### src/rtl/matrix_row_scanner.sv
// matrix_row_scanner: drives a 7-row x 5-column LED matrix one row at a time.
// Every row slot starts with a blanking gap and then drives that row. The
// column patterns are captured once per frame, so a frame never mixes
// old and new patterns.
module matrix_row_scanner #(
  parameter int ROW_CYCLES  = 8,
  parameter int BLANK       = 1,
  parameter int COL_ACT_LOW = 1,
  parameter int ROW_ACT_LOW = 1
) (
  input  logic       clk,
  input  logic       rst_n,
  input  logic       en,
  input  logic [4:0] cl1,
  input  logic [4:0] cl2,
  input  logic [4:0] cl3,
  input  logic [4:0] cl4,
  input  logic [4:0] cl5,
  input  logic [4:0] cl6,
  input  logic [4:0] cl7,
  output logic [4:0] col_out,
  output logic [6:0] row_out,
  output logic [2:0] row_idx,
  output logic       frame_start,
  output logic [1:0] fsm_state
);

  localparam int CW = (ROW_CYCLES > 1) ? $clog2(ROW_CYCLES) : 1;
  localparam logic [CW-1:0] BLANK_LAST = CW'(BLANK - 1);
  localparam logic [CW-1:0] ROW_LAST   = CW'(ROW_CYCLES - 1);
  localparam logic [6:0] ROW_OFF = (ROW_ACT_LOW != 0) ? 7'h7F : 7'h00;
  localparam logic [4:0] COL_OFF = (COL_ACT_LOW != 0) ? 5'h1F : 5'h00;

  typedef enum logic [1:0] {
    S_IDLE  = 2'd0,
    S_BLANK = 2'd1,
    S_DRIVE = 2'd2
  } state_t;

  state_t          state;
  logic [CW-1:0]   cnt;
  logic [6:0][4:0] snap;
  logic [4:0]      cur_pat;

  assign fsm_state = state;

  // Row select with polarity applied (one-hot on the selected row).
  function automatic logic [6:0] row_drive(input logic [2:0] idx);
    logic [6:0] oh;
    oh = 7'd1 << idx;
    return (ROW_ACT_LOW != 0) ? ~oh : oh;
  endfunction

  // Column pattern with polarity applied (pattern bit 1 = LED on).
  function automatic logic [4:0] col_drive(input logic [4:0] pat);
    return (COL_ACT_LOW != 0) ? ~pat : pat;
  endfunction

  // Pattern of the row in the current slot, taken from the frame snapshot.
  always_comb begin
    cur_pat = snap[0];
    case (row_idx)
      3'd1:    cur_pat = snap[1];
      3'd2:    cur_pat = snap[2];
      3'd3:    cur_pat = snap[3];
      3'd4:    cur_pat = snap[4];
      3'd5:    cur_pat = snap[5];
      3'd6:    cur_pat = snap[6];
      default: cur_pat = snap[0];
    endcase
  end

  // Scan FSM; outputs are registered alongside the state they belong to.
  always_ff @(posedge clk or negedge rst_n) begin
    if (!rst_n) begin
      state       <= S_IDLE;
      cnt         <= '0;
      row_idx     <= 3'd0;
      snap        <= '0;
      frame_start <= 1'b0;
      row_out     <= ROW_OFF;
      col_out     <= COL_OFF;
    end else if (!en) begin
      // Disable aborts the frame; re-enable restarts at row 0.
      state       <= S_IDLE;
      cnt         <= '0;
      row_idx     <= 3'd0;
      frame_start <= 1'b0;
      row_out     <= ROW_OFF;
      col_out     <= COL_OFF;
    end else begin
      case (state)
        S_IDLE: begin
          state       <= S_BLANK;
          cnt         <= '0;
          row_idx     <= 3'd0;
          snap        <= {cl7, cl6, cl5, cl4, cl3, cl2, cl1};
          frame_start <= 1'b1;
          row_out     <= ROW_OFF;
          col_out     <= COL_OFF;
        end
        S_BLANK: begin
          frame_start <= 1'b0;
          cnt         <= cnt + 1'b1;
          if (cnt == BLANK_LAST) begin
            state   <= S_DRIVE;
            row_out <= row_drive(row_idx);
            col_out <= col_drive(cur_pat);
          end else begin
            row_out <= ROW_OFF;
            col_out <= COL_OFF;
          end
        end
        S_DRIVE: begin
          frame_start <= 1'b0;
          if (cnt == ROW_LAST) begin
            // End of slot: blank before the next row is ever selected.
            cnt     <= '0;
            state   <= S_BLANK;
            row_out <= ROW_OFF;
            col_out <= COL_OFF;
            if (row_idx == 3'd6) begin
              row_idx     <= 3'd0;
              snap        <= {cl7, cl6, cl5, cl4, cl3, cl2, cl1};
              frame_start <= 1'b1;
            end else begin
              row_idx <= row_idx + 3'd1;
            end
          end else begin
            cnt <= cnt + 1'b1;
          end
        end
        default: begin
          state       <= S_IDLE;
          cnt         <= '0;
          row_idx     <= 3'd0;
          frame_start <= 1'b0;
          row_out     <= ROW_OFF;
          col_out     <= COL_OFF;
        end
      endcase
    end
  end

endmodule
### config.mk
export PLATFORM = sky130hd
export DESIGN_NAME = matrix_row_scanner
export DESIGN_NICKNAME = d
export VERILOG_FILES = /design/src/rtl/matrix_row_scanner.sv
export SDC_FILE = /design/constraint.sdc
export NUM_CORES = 1
export LEC_CHECK = 0
export CAP_MARGIN = 10
export CORE_AREA = 2 2 76 78
export DETAILED_ROUTE_END_ITERATION = 12
export DIE_AREA = 0 0 78 80
export PLACE_DENSITY = 0.77
export RECOVER_POWER = 25
export SETUP_SLACK_MARGIN = 0.5
export SLEW_MARGIN = 40
export SYNTH_ARGS = -nofsm -noshare
export SYNTH_HDL_FRONTEND = slang
export SYNTH_SLANG_ARGS = --single-unit
### constraint.sdc
create_clock -name clk -period 2.8 [get_ports clk]
set_clock_uncertainty 0.2 [all_clocks]
set_input_delay 0.56 -clock clk [delete_from_list [all_inputs] [get_ports clk]]
set_output_delay 0.56 -clock clk [all_outputs]
set_load 0.01 [all_outputs]
==> summary.md <==
| Metric | Value |
|---|---|
| Worst-path cell chain | `clkdlybuf4s50_1` |
| First-pass GRT wire length | `approximately 9000 um` |
| Pre-Repair DR Iteration Count | `4` |
| Vias per cell | `around 5.5` |
| Largest incremental delay on the critical path | `just under 600 ps` |
| Leak pwr | `between 0.001 and 0.0015 uW` |
| Die Wd | `approximately 78 um` |
| Minimum clock period | `around 2200 ps` |
| Total Power | `2650 uW` |
| Compound-Gate Fraction of Synth Area | `12.2%` |
| Residual DRC | `0` |
| Synth Area in XOR/XNOR | `0%` |
| Post-cts hold buffer count | `0` |
| Hold Path Class | `flop to flop` |
| Gr usage total | `about a fifth` |
| Crit Path Max Fanout | `16` |
| Synthesized area | `0.00260 sq mm` |
| Starting Density | `about half` |
| Antenna violations before repair | `0` |
| Clock Sinks | `between 50 and 60` |
| Worst hold slack | `roughly 290 ps` |
| Crit. End Element | `primary output` |
| Area share of and/or/nand/nor cells after synthesis | `between 10 and 15%` |
| Std-Cell Rows | `27` |
| Largest net degree at the start of global routing | `57` |
| Post-synthesis cell type count | `40` |
| Fin crit share | `approximately four fifths` |
| RSZ-0062 raised after global routing | `false` |
| Crit start category | `flop` |
| Status | `completed` |
| VDD IR-drop max | `around 0.48 mV` |
| Layout cells sized above 1 | `about 17%` |
| Vias | `1,849` |
| Worst-Skew Late Latency | `320 ps` |
| Max_slew headroom | `10.3%` |
| Cell count after synthesis | `202` |
| Vias in the first global route | `~1,800` |
| IO buf count | `55` |
| Drt total wl | `5630 um` |
| Overflow after GRT | `0` |
| Crit path DAT | `approximately 1400 ps` |
| Clk buf depth | `2` |
| Placed cell areas | `between 0.003 and 0.004 sq mm` |
| Synth Area in Adders | `3.85%` |
| FMAX | `between 400 and 500 MHz` |
| P per Cell Area | `around 790 mW/mm^2` |
| Worst Path Buf+Inv | `1` |
| Die Y | `80 um` |
| Routability cong. | `approximately 0.77` |
| CTS buffer count | `5` |
| Average size of a mapped cell | `12.9 sq um` |
| Layout overhead on the synthesized area | `29.7%` |
| WL/cell | `roughly 17 um` |
| Syn nets | `248` |
| Storage cell area | `approximately 0.0014 sq mm` |
| Multi-input logic area | `approximately 0.0011 sq mm` |
| Sequential fraction of the synthesis area | `around 54%` |
| Finished Cell Area | `around 0.0034 sq mm` |
| H-tree depth | `2` |
| MaxCap Viol Count | `0` |
| Core area | `0.00541 sq mm` |
| Nets | `just over 300` |
| CTS tree | `done` |
| Utilization after layout | `around 62%` |
| DRT antenna net count | `0` |
| Fillcell total | `about 450` |
| Final Hold Viols | `0` |
| Crit Path Class | `flop to primary output` |
| Root buf cell | `clkbuf_8` |
| Setup_tns | `0 ps` |
| DP HPWL | `3940 um` |
| Final setup vio count | `0` |
| Delay-heaviest family, CP | `buffers and inverters` |
| Critical path required time | `a little over 2000 ps` |
| Post-synthesis mux area share | `around 16%` |
| Final Max Slew Viols | `0` |
| ANT cells | `0` |
| Actual slew at the worst max-slew pin | `around 1300 ps` |
| Initial DRC count | `roughly 110` |
| Slowest CP cell | `clkdlybuf4s50_1` |
| I/O Pins | `56` |
| Yosys reg bits | `56` |
| Clock-pin slew on the worst setup and hold paths | `around 100 ps` |
| Largest family of logic cells by synthesized area | `multiplexers` |
| YS warnings | `0` |
| Die area | `approximately 0.0062 sq mm` |
cells in the mapped netlist:
cell type	n	area share (%)
nor2_1	10	1.4
mux2_1	30	13
nor4bb_1	5	1.9
o21ai_0	8	1.5
nor3b_1	1	0.29
a41oi_1	1	0.34
o221ai_1	1	0.34
a221oi_1	1	0.34
nand4b_1	2	0.67
a21o_1	1	0.29
ha_1	8	3.9
a22oi_1	8	2.3
buf_6	3	1.3
o32a_1	1	0.39
inv_1	7	1.0
and3_1	2	0.48
or3_1	1	0.24
nor2b_1	4	0.96
o22a_1	5	1.7
o22ai_1	1	0.24
o21a_1	3	0.87
and3_4	1	0.43
nand3b_1	1	0.29
dfrtp_1	44	42
a21oi_1	5	0.96
o31ai_1	1	0.29
and4_1	4	1.3
nand2b_1	1	0.24
o2111a_1	1	0.43
mux2_2	5	2.2
buf_2	1	0.19
nand2_1	3	0.43
clkbuf_1	6	0.87
o211a_1	1	0.39
dfstp_2	12	12
o21ai_4	1	0.63
or2_2	3	0.72
mux2i_1	2	0.77
and3b_1	2	0.67
a31oi_1	5	1.2
final timing paths:
check	from	endpoint	slack (ps)	cells past startpoint
setup / recovery	row_idx[1]$_DFFE_PN0P_	row_idx[1]	600	1
hold / removal	snap[5]$_DFFE_PN0P_	snap[5]$_DFFE_PN0P_	290	1
setup reg to reg	cnt[0]$_DFF_PN0_	snap[6]$_DFFE_PN0P_	650	6
hold reg to reg	snap[5]$_DFFE_PN0P_	snap[5]$_DFFE_PN0P_	290	1
max in group asynchronous	rst_n	row_idx[2]$_DFFE_PN0P_	1070	2
min in group asynchronous	rst_n	snap[27]$_DFFE_PN0P_	420	2
flip-flops by register name (all words and copies together) (netlist names):
| register | cells |
|---|---|
| col_out | 5 |
| fsm_state | 2 |
| snap | 35 |
| row_idx | 3 |
| frame_start | 1 |
| row_out | 7 |
| cnt | 3 |
report_power, final:
group	leakage (uW)	switching, uW	internal, uW
logic	0.000690	387	518
registers	0.000652	170	1130
clock network	0.0000414	269	179
total	0.00138	826	1830
routing by layer:
| metal | wire length (um) | share of wire (%) | up-vias | GRT usage (%) |
|---|---|---|---|---|
| li1 | - | - | 869 | - |
| met1 | 2630 | 47 | 923 | 26.1 |
| met2 | 2690 | 48 | 50 | 29.7 |
| met3 | 213 | 3.8 | 7 | 3.05 |
| met4 | 85 | 1.5 | 0 | 8.42 |
| met5 | 0 | 0 | - | 0 |
kinds of logic after synthesis:
logic type               after synthesis
flip-flops                            56
AO/OA/AOI/OAI                         44
AND/OR/NAND/NOR                       40
multiplexers                          37
buffers and inverters                 17
adder cells (fa/ha/maj)                8
what timing repair did:
action	CTS	global route
setup endpoints to repair	1	18
setup buffers	0	3
pin swaps	0	0
gates cloned	0	1
resized for setup	1	4
cell usage in the layout (no fill, tap or decap), types with 2 or more instances in the layout:
master | Yosys | layout
ha_1 | 8 | 8
mux2i_1 | 2 | 2
nor2_1 | 10 | 10
o21ai_0 | 8 | 7
and4_1 | 4 | 4
a31oi_1 | 5 | 5
o22a_1 | 5 | 5
mux2_2 | 5 | 5
mux2_1 | 30 | 30
clkbuf_8 | 0 | 5
a22oi_1 | 8 | 8
inv_1 | 7 | 7
o21a_1 | 3 | 3
and3b_1 | 2 | 2
dfrtp_1 | 44 | 41
or2_2 | 3 | 3
and3_1 | 2 | 2
nor4bb_1 | 5 | 5
nand4b_1 | 2 | 2
nand2_1 | 3 | 3
buf_4 | 0 | 7
dfstp_2 | 12 | 12
dfrtp_2 | 0 | 3
nor2b_1 | 4 | 3
a21oi_1 | 5 | 5
clkdlybuf4s50_1 | 0 | 54
through the flow:
step	setup WS (ps)	cells
2_1_floorplan	758	202
3_3_place_gp	501	325
3_5_place_dp	455	325
4_1_cts	512	333
5_1_grt	538	337
6_report	602	337
layout make-up:
cell class / count / share of cell area (%)
tap: 72 / 2.67
sequential: 56 / 42.1
clock buffer: 6 / 2.15
inverter: 7 / 0.779
clock inverter: 2 / 0.482
multi-input combinational: 129 / 32.6
timing repair buffer: 65 / 19.2
Note: power is estimated with default switching activity, not from simulation.
==> variant 1: new RTL, same flow settings <==
Change the parameter `ROW_CYCLES` from 8 to 16.
--- a/src/rtl/matrix_row_scanner.sv
+++ b/src/rtl/matrix_row_scanner.sv
@@ -5,3 +5,3 @@
 module matrix_row_scanner #(
-  parameter int ROW_CYCLES  = 8,
+  parameter int ROW_CYCLES  = 16,
   parameter int BLANK       = 1,
Function: changed (Yosys sat finds a counterexample within 10 cycles, from zero or initial values and one cycle with rst_n low).
==> variant 1 against the original RTL <==
Total power is 26% higher. Non-clock buffer count is 2 lower. Sequential cell count is 1 higher. Global-route usage is 1.6 points higher. Routed wire length is 0.60% higher. Worst setup slack worse by 0.058 ns. Synthesized area is 12% higher. Design area is 11% higher. Clock power is 83% higher.
==> variant 1: results (changes against the original RTL) <==
cts-resized-gates: 3  # was 1
grt_usage_pct: 20.6  # was 19.0%
hpwlAfterDp_mm: 4.11  # was 3.94 mm
routed_wl_mm: 5.66  # was 5.63 mm
tightest_slew_ns: 1.35  # about the same
grt_pass1_vias: 2041  # was 1,840
ys_seq_area_share_pct: 49.5  # was 54.5%
synth_fa_ha_area_share_pct: 3.01  # was 3.85%
place_area_um2: 3510  # was 3230 um2
status: "complete, no violations"  # unchanged
leakagePower_uw: 0.00161  # was 0.00138 uW
pg_clk_uw: 818  # was 448 uW
synth_mux_area_share_pct: 22.1  # was 15.9%
clk_pin_slew_ns: 0.06  # was 0.10 ns
grt_max_degree: 58  # was 57
p_int_uw: 2380  # was 1830 uW
peakVddDrop_mv: 0.560  # was 0.479 mV
synthTopCellsByArea: "dfrtp_1 (39%), mux2_4 (15%), dfstp_2 (11%)"  # was dfrtp_1 (42%), mux2_1 (13%), dfstp_2 (12%)
cts_buffers: 9  # was 5
synth_compound_area_share_pct: 10.2  # was 12.2%
place_congestion: 0.807  # was 0.770
syn_area_per_cell_um2: 13.1  # was 12.9 um2
crit_path_max_incr_delay_ns: 0.61  # was 0.59 ns
via_per_inst: 5.37  # was 5.49
synth_common_cells: "dfrtp_1 (45), mux2_4 (30), nor2_1 (21)"  # was dfrtp_1 (44), mux2_1 (30), dfstp_2 (12)
powerComb_uw: 1170  # was 905 uW
dp_cells: 347  # was 325
drive_above_1_share_pct: 30.2  # was 16.6%
syn_nets: 268  # was 248
==> variant 1: cell types whose count changed after synthesis, sizes merged, moves of 4 or more <==
cell / delta
o21ai: -7
mux2i: +6
a21oi: +10
nor2: +12
o21a: +4
buf: +5
o22a: -5
a211o: +5
nand3: +8
clkbuf: -4
nor4bb: -5
mux2: +5
and4: -4
==> variant 1: kinds of logic after synthesis <==
logic type               Yosys count
flip-flops                        57
AND/OR/NAND/NOR                   49
multiplexers                      48
AO/OA/AOI/OAI                     43
buffers and inverters             17
adder cells (fa/ha/maj)            7
XOR/XNOR                           2
==> variant 1: path summary, 6_finish.rpt <==
path                               to  slack (ns)  cells after the start
max                        row_idx[1]        0.54                      1
min                            cnt[0]        0.28                      1
max reg2reg                   snap[3]        0.64                      6
min reg2reg                    cnt[0]        0.28                      1
max in group asynchronous  row_idx[2]        1.08                      2
min in group asynchronous    snap[22]        0.41                      2
==> variant 1: final cells by class <==
| class | count | area (um2) | share of cell area [%] |
|---|---|---|---|
| clock buffers | 14 | 183 | 4.90 |
| inverters | 6 | 22.5 | 0.604 |
| well taps | 72 | 90.1 | 2.41 |
| clock inverters | 2 | 35.0 | 0.939 |
| repair buffers | 63 | 616 | 16.5 |
| multi-input cells | 149 | 1340 | 35.9 |
| flip-flops and latches | 57 | 1440 | 38.7 |
==> variant 1: per-layer routing <==
layer,GRT usage [%],part of all wire [%],up-vias
met1,26.4,42,952
li1,-,-,928
met5,0,0,-
met2,32.8,50,59
met4,8.60,2.3,0
met3,6.11,5.7,12
==> variant 1: stage by stage <==
stage | hold slack (ns) | setup WS, ns
2_1_floorplan | 0.0644 | 0.669
3_3_place_gp | 0.272 | 0.491
3_5_place_dp | 0.281 | 0.454
4_1_cts | 0.181 | 0.552
5_1_grt | 0.305 | 0.502
6_report | 0.281 | 0.543
==> variant 2: new RTL, same settings <==
Without the edit above. Make the reset (`rst_n`) synchronous in one clocked block.
--- a/src/rtl/matrix_row_scanner.sv
+++ b/src/rtl/matrix_row_scanner.sv
@@ -73,3 +73,3 @@
   // Scan FSM; outputs are registered alongside the state they belong to.
-  always_ff @(posedge clk or negedge rst_n) begin
+  always_ff @(posedge clk) begin
     if (!rst_n) begin
Check against the original RTL: differs if rst_n is asserted again (counterexample within 4 cycles, from zero or initial values and one cycle with rst_n low); with rst_n held inactive, the same outputs for 10 cycles.
==> variant 2 against the original RTL <==
Sequential share of layout area decreased by 9.1 points. Global-route usage increased by 0.84 points. Worst setup slack got worse by 0.14 ns. Core utilization increased by 0.39 points. Die area unchanged. Routed wire length increased by 5.3%. Sequential cell count unchanged. Synthesized area increased by 4.9%. Design area increased by 0.63%. Via count increased by 23%. Largest cell class is now multi-input gates.
Power is not compared: it rests on default switching activity, and its combinational part moved more than twofold at a synthesized area within 25%.
==> variant 2: results (changes against the original RTL) <==
synth_mux_area_share_pct: 13.2  # was 15.9%
r2r-start: "row_idx[0]"  # was cnt[0]
routed_wl_mm: 5.92  # was 5.63 mm
cts.path.max_buffers: 2  # unchanged
grt_pass1_wl_mm: 9.90  # was 9.04 mm
grt_usage_pct: 19.8  # was 19.0%
leakagePower_uw: 0.00127
worstPathArrival_ns: 2.35  # was 1.44 ns
ys_seq_area_share_pct: 41.1  # was 54.5%
synth_common_cells: "nand2_1 (86), dfxtp_1 (56), mux2i_1 (36)"  # was dfrtp_1 (44), mux2_1 (30), dfstp_2 (12)
synth_compound_area_share_pct: 13.9  # was 12.2%
cts_buffers: 5  # unchanged
synthArstFlopShare_pct: 0  # was 100%
reg2reg_setup_slack_ns: 0.65  # about the same
io_buffers: 55  # unchanged
crit_path_max_incr_delay_ns: 0.57  # was 0.59 ns
place_congestion: 0.875  # was 0.770
nets: 403  # was 310
worstSkewPairLatency_ns: 0.31
hold_path_class: "register to register"  # unchanged
nFillCells: 477  # was 451
cp_top_family: "simple AND/OR/NAND/NOR gates"  # was buffers and inverters
vias: 2270  # was 1,849
synthFlopType: "dfxtp_1"  # was dfrtp_1
status: "complete, no violations"  # unchanged
synthTopCellsByArea: "dfxtp_1 (41%), mux2i_1 (13%), nand2_1 (12%)"  # was dfrtp_1 (42%), mux2_1 (13%), dfstp_2 (12%)
drt-initial-drc-count: 134  # was 106
grt_pass1_vias: 2006  # was 1,840
synth_cell_types: 41  # was 40
h-tree-depth: 2  # unchanged
yosysMostFrequentCell: "nand2_1"  # was dfrtp_1
tightest_slew_ns: 1.26  # was 1.35 ns
crit_fanout: 10  # was 16
r2r-end: "col_out[2]"  # was snap[6]
whs_endpoint: "snap[11]"  # was snap[5]
grt_max_degree: 72  # was 57
root_buffer: "clkbuf_8"  # unchanged
cts-resized-gates: 0  # was 1
drive_above_1_share_pct: 5.03  # was 16.6%
critPathSlowestCell: "dlygate4sd3_1"  # was clkdlybuf4s50_1
timing.hold.ws_ns: 0.262  # was 0.293 ns
hp-start: "snap[11]"  # was snap[5]
finalHoldViolCount: 0  # unchanged
min_path_cells: 2  # was 1
drt_pass1_iterations: 4  # unchanged
syn_nets: 359  # was 248
hpwlAfterDp_mm: 4.21  # was 3.94 mm
yosysWarnings: 0  # unchanged
synth_fa_ha_area_share_pct: 3.67  # was 3.85%
-- variant 2: cell types whose count changed after synthesis, sizes merged, moves of 6 or more --
cell    unedited run  this run
dfxtp              0        56
dfrtp             44         0
mux2i              2        36
a22oi              8         0
a211oi             0         6
nand3              0         6
mux2              35         0
nand2              3        86
dfstp             12         0
buf                4        14
-- variant 2: per-layer routing --
layer | share of wire [%] | vias up | wire length (um) | track usage [%]
met1 | 47 | 1033 | 2800 | 28.5
met4 | 1.5 | 0 | 87 | 6.49
met2 | 46 | 64 | 2710 | 29.3
met3 | 5.6 | 9 | 330 | 4.30
li1 | - | 1164 | - | -
met5 | 0 | - | 0 | 0
-- variant 2: through the flow --
step           std cells  total power, uW  worst slack (ns)  util (%)  area, um2
2_1_floorplan        313             1000             0.520         -       2730
3_3_place_gp         422             1080             0.457      60.7       3280
3_5_place_dp         422             1090             0.373      60.7       3280
4_1_cts              430             1600             0.532      62.7       3390
5_1_grt              430             1660             0.359      62.8       3390
6_report             430             1590             0.460      62.8       3390
-- variant 2: worst max path at each step --
stage	start	end	slack, ns	depth (start not counted)
2_1_floorplan	row_idx[2]	col_out[1]	0.52	9
3_3_place_gp	en	col_out[0]	0.46	4
3_5_place_dp	en	col_out[2]	0.37	4
4_1_cts	row_idx[2]	row_idx[2]	0.53	2
5_1_grt	rst_n	fsm_state[1]	0.36	4
6_report	en	col_out[0]	0.46	4
-- variant 2: final cells by class --
type                            instances  area (um2)  area share, %
Timing Repair Buffer                   60         599           17.7
Sequential cell                        56        1120           33.0
Clock buffer                            6        72.6           2.14
Inverter                               12        45.0           1.33
Tap cell                               72        90.1           2.65
Clock inverter                          2        35.0           1.03
Multi-Input combinational cell        222        1430           42.1
